--- src/rtl/ifu.sv ---
// Instruction fetch unit: three-state FETCH/EXEC/ERROR sequencer that holds the
// PC and instruction register and computes the next PC for MIPS-style control flow.
module ifu #(
  parameter logic [31:0] RESET_PC = 32'h0000_3000
) (
  input  logic        clk,
  input  logic        rst,
  output logic        imem_req,
  output logic [31:0] imem_addr,
  input  logic        imem_ack,
  input  logic [31:0] imem_rdata,
  input  logic [1:0]  npcop,
  input  logic        branch_taken,
  input  logic [31:0] ext_in,
  input  logic [31:0] rs_data,
  input  logic        stall,
  output logic [31:0] pc,
  output logic [31:0] pc_plus4,
  output logic [31:0] instr,
  output logic [15:0] imm,
  output logic        instr_valid,
  output logic        fetch_err
);

  typedef enum logic [1:0] {FETCH, EXEC, ERROR} state_t;

  state_t      state;
  logic [31:0] npc;
  logic        jr_misaligned;

  assign pc_plus4      = pc + 32'd4;
  assign imem_addr     = pc;
  assign imm           = instr[15:0];
  assign imem_req      = (state == FETCH) && !rst;
  assign jr_misaligned = (npcop == 2'b11) && (rs_data[1:0] != 2'b00);

  // Branch offset is a word count; shifting left by two drops the top bits.
  always_comb begin
    npc = pc_plus4;
    case (npcop)
      2'b00:   npc = pc_plus4;
      2'b01:   npc = branch_taken ? (pc_plus4 + {ext_in[29:0], 2'b00}) : pc_plus4;
      2'b10:   npc = {pc_plus4[31:28], instr[25:0], 2'b00};
      default: npc = rs_data;
    endcase
  end

  always_ff @(posedge clk or posedge rst) begin
    if (rst) begin
      state       <= FETCH;
      pc          <= RESET_PC;
      instr       <= 32'h0;
      instr_valid <= 1'b0;
      fetch_err   <= 1'b0;
    end else begin
      case (state)
        FETCH: begin
          if (imem_ack) begin
            instr       <= imem_rdata;
            instr_valid <= 1'b1;
            state       <= EXEC;
          end
        end
        EXEC: begin
          if (!stall) begin
            instr_valid <= 1'b0;
            if (jr_misaligned) begin
              fetch_err <= 1'b1;
              state     <= ERROR;
            end else begin
              pc    <= npc;
              state <= FETCH;
            end
          end
        end
        default: begin
          instr_valid <= 1'b0;
          fetch_err   <= 1'b1;
          state       <= ERROR;
        end
      endcase
    end
  end

endmodule

--- config.mk ---
export PLATFORM = sky130hd
export DESIGN_NAME = ifu
export DESIGN_NICKNAME = d
export VERILOG_FILES = /design/src/rtl/ifu.sv
export SDC_FILE = /design/constraint.sdc
export NUM_CORES = 1
export LEC_CHECK = 0
export CAP_MARGIN = 20
export CORE_UTILIZATION = 35
export DETAILED_ROUTE_END_ITERATION = 7
export DONT_BUFFER_PORTS = 1
export HOLD_SLACK_MARGIN = 0.03
export SLEW_MARGIN = 20
export SYNTH_ARGS = -nofsm -noshare
export SYNTH_HDL_FRONTEND = slang
export SYNTH_SLANG_ARGS = --single-unit
--- constraint.sdc ---
create_clock -name clk -period 8.62 [get_ports clk]
set_input_delay 0.431 -clock clk [delete_from_list [all_inputs] [get_ports clk]]
set_output_delay 0.431 -clock clk [all_outputs]
set_load 0.005 [all_outputs]
==> impl_metrics.py, run 1 <==
metrics = {
    "floorplanning": {
        "die_w_microns": 133,
        "initial_core_util": 0.361,
        "coreArea_sq_um": 16800,
        "pin_count": 250,
        "die_area_sq_um": 17800,
        "fp.dieH_microns": 133,
        "row_count": 47,
    },
    "detailed_routing": {
        "drt-total-wl_mm": 19.5,
        "antenna_left": 0,
        "drc": 0,
        "dr.first_iter.drc_count": 388,
        "wl_per_cell_microns": 22.3,
        "firstDrtPassIters": 5,
        "avgViaCountPerCell": 5.83,
        "num_vias": 5122,
    },
    "critical_path": {
        "crit_fanout": 9,
        "arrival_ns": 5.28,
        "crit_chain": "ha_1 -> nand2_1 -> nor3_1 -> and3_1 -> nand2_1 -> xnor2_1 -> ha_1 -> a21o_1 -> a311oi_1 -> nor4b_1 -> nor2_1 -> a21oi_1 -> o21ai_1 -> xor2_1 -> a221o_1",
        "worstPathRequired_ns": 8.84,
        "end_kind": "flop",
        "path_class": "flop to flop",
        "cp-start-kind": "flop",
        "crit_slowest_cell": "dfrtp_1",
        "reg2reg_setup_slack_ns": 3.56,
        "critical-path-max-stage-delay_ns": 0.59,
    },
    "clocking": {
        "insertion_delay_ns": 0.33,
        "clock_path_buffers": 2,
        "clkTransAtPathRegs_ns": 0.06,
        "cts_root_buf": "clkbuf_16",
        "cts-hold-fix-buffers": 0,
        "numCtsBuffers": 9,
        "cts_setup_buffers": 0,
        "cts.repair.resized": 0,
        "htree_levels": 3,
        "cts_tree": "built",
        "cts_sinks": 67,
    },
    "synthesis": {
        "ys_seq_area_frac": 0.278,
        "yosys-top-cells-area": "dfrtp_1, mux2_2, ha_1",
        "synth_area_per_cell_sq_um": 8.39,
        "yosys_warnings": 0,
        "ys_ff_latch": 67,
        "syn_nets": 860,
        "synth_top_area_share": 0.269,
        "synth_area_sq_um": 6050,
        "synth_top_area_cell": "dfrtp_1",
        "synth-edff-count": 0,
        "async_flop_share": 1.00,
        "synthCells": 721,
        "synth_most_common_cell": "nor2_1",
        "synth_commonest_cells": "nor2_1, dfrtp_1, nand2_1, a21oi_1, buf_4",
        "synth_flop_cell": "dfrtp_1",
        "synthDistinctLibCells": 68,
    },
    "worst_hold_path": {
        "min_path_type": "primary input to flop",
    },
    "global_route": {
        "overflow": 0,
        "grt_pass1_vias": 4974,
        "grt_first_pass_wirelength_mm": 30.0,
        "antenna_found_initial": 3,
        "grt_max_degree": 68,
        "grt_usage": 0.221,
    },
    "flow_run": {
        "max_cap_viol_count": 0,
    },
    "pwr": {
        "power.density_nw_per_um2": 135,
        "power.leakage_nw": 2.70,
        "vdd_ir_drop_max_mv": 0.106,
    },
    "placement": {
        "placement.io_buffers": 0,
        "dp.final_hpwl_mm": 14.9,
        "pre_cts_ws_ns": 3.64,
        "place_area_sq_um": 5860,
        "gp_congestion": 0.903,
    },
    "layout": {
        "fillers": 1731,
        "final_area_sq_um": 6200,
        "final_core_util": 0.370,
        "syn_to_final_growth_pct": 2.40,
        "drive_above_1_share": 0.117,
        "final_nets": 790,
    },
    "timing": {
        "fmax_ghz": 0.198,
        "hold_viol_final": 0,
        "setup_slack_ns": 3.56,
        "drv_slew": 0,
        "min_period_ns": 5.06,
        "fin_crit_sh": 0.587,
        "relSlewSlack": 0.389,
        "skew_ns": 0.00865,
        "setup-violations-final": 0,
        "tns_ns": 0,
        "hold_ws_ns": 0.217,
        "rsz0062_at_grt": "no",
        "worstMarginPinSlew_ns": 0.916,
    },
    "outcome": {
        "status": "complete, no violations",
    },
}
## cell usage in the layout (no fill, tap or decap), types with 14 or more instances in the layout
master	Yosys	final
inv_1	17	16
ha_1	35	35
mux2_2	43	43
nand4_1	14	14
nand3_1	18	18
dfrtp_1	65	65
nor2_1	66	66
a21oi_1	60	60
xor2_1	17	17
xnor2_1	30	30
o21ai_0	43	43
nand2_1	64	64
## final timing paths
path | start | endpoint | depth (start not counted)
worst max-delay path | imem_addr[2] | imem_addr[27] | 15
worst min-delay path | npcop[1] | imem_addr[31] | 1
worst max register to register | imem_addr[2] | imem_addr[27] | 15
worst min register to register | fetch_err | fetch_err | 1
max in group asynchronous | rst | imem_addr[11] | 2
min in group asynchronous | rst | instr[19] | 2
## final cells by class
type	count	area, sq um	share of cell area
Multi-Input combinational cell	551	3800	0.614
Sequential cell	67	1680	0.271
Tap cell	220	275	0.0444
Clock buffer	12	236	0.0382
Clock inverter	4	98.8	0.0160
Inverter	18	67.6	0.0109
Timing Repair Buffer	4	30.0	0.00485
Antenna cell	2	5.00	0.000808
## power by group
part	switching, W	internal [W]
clock	0.000143	0.000284
sequential	0.0000109	0.000322
combinational	0.0000468	0.0000321
total	0.000200	0.000638
## metal layers
metal	GRT usage	routed length [microns]	part of all wire	vias to the layer above
li1	-	-	-	2427
met1	0.310	8960	0.46	2443
met2	0.337	8740	0.45	223
met3	0.0476	1460	0.075	27
met4	0.0676	370	0.019	2
met5	0	13	0.00067	-
## critical path, delay by kind of cell, from the launching register on
kind | cells | cell delay [ns]
and+or+nand+nor | 6 | 1.64
xor gates and xnor gates | 2 | 0.68
AOI/OAI and AO/OA | 5 | 1.29
DFF | 1 | 0.59
adders and majority gates | 2 | 0.75
## logic make-up after synthesis
family,synth area share
xor gates and xnor gates,0.0726
DFF,0.278
buffers and inverters,0.0955
AOI/OAI and AO/OA,0.201
and+or+nand+nor,0.178
adders and majority gates,0.0757
muxes,0.100
## stage by stage
| stage | std cells | power [W] |
|---|---|---|
| final | 878 | 0.000838 |
| after global routing | 878 | 0.000871 |
| after CTS | 876 | 0.000847 |
| after detailed placement | 860 | 0.000417 |
| after global placement | 860 | 0.000417 |
| after floorplan | 721 | 0.000407 |
## registers in the layout, indices dropped and copies added, names as in the netlist
name / flops
instr_valid: 1
instr: 32
state: 1
imem_addr: 32
fetch_err: 1
No activity file was read; power rests on OpenSTA's default activity.
==> run 2, diff against run 1 <==
==> constraint.sdc (replaced) <==
create_clock -name clk -period 5.1 [get_ports clk]
set_input_delay 0.255 -clock clk [delete_from_list [all_inputs] [get_ports clk]]
set_output_delay 0.255 -clock clk [all_outputs]
set_load 0.005 [all_outputs]
==> run 2 against run 1 <==
  * Register-to-register slack worse by 2.9 ns
  * Cell area is 1.2% higher
  * Sequential power is 69% higher
  * Die area stayed put
  * Clock power is 50% higher
  * Highest routed layer unchanged
  * Clock skew is 0.00077 ns higher
  * Non-clock buffer count is 13 higher
  * Global-route usage is 0.28 points higher
  * Largest power group unchanged
==> impl_metrics.py, run 2 (synthesized netlist as in run 1, its figures left out) <==
metrics = {
    "global_route": {
        "grt_first_pass_wirelength_mm": 30.3,
        "grt_max_degree": 68,
        "grt_pass1_vias": 4958,
        "overflow": 0,
        "grt_usage": 0.224,
        "antenna_found_initial": 2,
    },
    "critical_path": {
        "cp-start-kind": "flop",
        "rr_worst_depth": 16,
        "reg2reg_setup_slack_ns": 0.65,
        "worstSetupStartpoint": "imem_addr[2]",
        "end_kind": "flop",
        "path_class": "flop to flop",
        "timing.rr.start": "imem_addr[2]",
        "arrival_ns": 4.67,
        "timing.rr.end": "imem_addr[27]",
        "crit_fanout": 9,
        "worstPathRequired_ns": 5.32,
    },
    "layout": {
        "seqCellArea_sq_um": 1680,
        "multi_input_area_sq_um": 3800,
        "final_common_cell": "nor2_1",
        "fillers": 1701,
        "drive_above_1_share": 0.138,
        "final_nets": 803,
        "layout_common_cells": "nor2_1, dfrtp_1, nand2_1",
        "syn_to_final_growth_pct": 3.58,
    },
    "detailed_routing": {
        "antenna_left": 0,
        "avgViaCountPerCell": 5.88,
        "dr.first_iter.drc_count": 467,
        "drt-total-wl_mm": 19.9,
        "num_vias": 5249,
        "wl_per_cell_microns": 22.3,
        "firstDrtPassIters": 5,
        "drc": 0,
    },
    "flow_run": {
        "max_cap_viol_count": 0,
    },
    "floorplanning": {
        "row_count": 47,
        "fp.dieH_microns": 133,
        "initial_core_util": 0.361,
        "die_w_microns": 133,
        "pin_count": 250,
        "die_area_sq_um": 17800,
        "coreArea_sq_um": 16800,
    },
    "timing": {
        "tns_ns": 0,
        "drv_slew": 0,
        "setup_slack_ns": 0.648,
        "hold_viol_final": 0,
        "fin_crit_sh": 0.873,
        "worstMarginPinSlew_ns": 0.904,
        "relSlewSlack": 0.398,
        "setup-violations-final": 0,
        "rsz0062_at_grt": "no",
        "fmax_ghz": 0.225,
        "min_period_ns": 4.45,
        "skew_ns": 0.00942,
    },
    "pwr": {
        "power_w": 0.00133,
        "power.leakage_nw": 2.76,
        "power.density_nw_per_um2": 213,
        "vdd_ir_drop_max_mv": 0.151,
    },
    "clocking": {
        "insertion_delay_ns": 0.33,
        "cts_tree": "built",
        "htree_levels": 3,
        "cts_sinks": 67,
        "clock_path_buffers": 2,
        "clkTransAtPathRegs_ns": 0.06,
        "cts_root_buf": "clkbuf_16",
        "cts_setup_buffers": 0,
        "numCtsBuffers": 9,
    },
    "placement": {
        "gp_congestion": 0.919,
        "placement.io_buffers": 0,
        "pre_cts_ws_ns": 0.727,
        "dp.final_hpwl_mm": 15.1,
    },
    "outcome": {
        "status": "complete, no violations",
    },
    "worst_hold_path": {
        "hold_depth": 1,
        "hold-path-endpoint": "imem_addr[0]",
        "min_path_type": "primary input to flop",
        "hp-start": "npcop[1]",
    },
}
-- run 2: cell count changes in the layout (fill, tap and decap cells not counted), sizes merged --
cell         previous run  this run
buf                     4        16
clkinvlp                0         1
bufinv                  3         1
dlygate4sd3             0         1
clkinv                  2         5
clkbuf                 12        10
diode                   2         3
-- run 2: worst max-delay path by stage --
stage | end | cells after the start
4_1_cts | imem_addr[27] | 16
2_1_floorplan | imem_addr[27] | 16
3_3_place_gp | imem_addr[27] | 16
3_5_place_dp | imem_addr[27] | 16
5_1_grt | imem_addr[27] | 16
6_report | imem_addr[27] | 16
-- run 2: metal layers --
metal / wire length (microns) / part of all wire / track usage
met1: 8920 / 0.45 / 0.312
met2: 8910 / 0.45 / 0.332
met3: 1780 / 0.090 / 0.0628
met4: 296 / 0.015 / 0.0707
met5: 13 / 0.00065 / 0
-- run 2: what timing repair did --
action,CTS,global route
hold buffers,1,0
endpoints found under the hold margin,1,0
gates resized for setup,0,0
-- run 2: report_power, final --
part           internal (W)  switching, W  leakage, nW  total [W]
Sequential         0.000545     0.0000185        0.882   0.000563
Clock              0.000392      0.000245        0.148   0.000637
Combinational     0.0000553     0.0000793         1.73   0.000135
Total              0.000992      0.000343         2.76    0.00133
-- run 2: critical path: stages (launching register included) --
cell and delay, ns:
dfrtp_1 0.58, ha_1 0.31, nand2_1 0.10, nor3_1 0.24, buf_4 0.17, and3_1 0.30, nand2_1 0.10, xnor2_1 0.31
ha_1 0.31, a21o_1 0.19, a311oi_1 0.36, nor4b_1 0.32, nor2_1 0.16, a21oi_1 0.27, o21ai_1 0.14, xor2_1 0.16
a221o_1 0.32
-- run 2: final cells by class --
cell class / instances / area share
clock buffer: 10 / 0.0381
inverter: 18 / 0.0108
tap: 220 / 0.0439
multi-input combinational: 551 / 0.607
timing repair buffer: 17 / 0.0208
antenna: 3 / 0.00120
clock inverter: 6 / 0.0104
sequential: 67 / 0.268
-- run 2: stage by stage --
stage | hold slack (ns) | util | instances | area (sq um)
after floorplan | 0.372 | - | 721 | 6050
after global placement | 0.355 | 0.355 | 872 | 5950
after detailed placement | 0.359 | 0.355 | 872 | 5950
after CTS | 0.0316 | 0.373 | 889 | 6260
after global routing | 0.0380 | 0.374 | 890 | 6260
final | 0.0608 | 0.374 | 892 | 6270
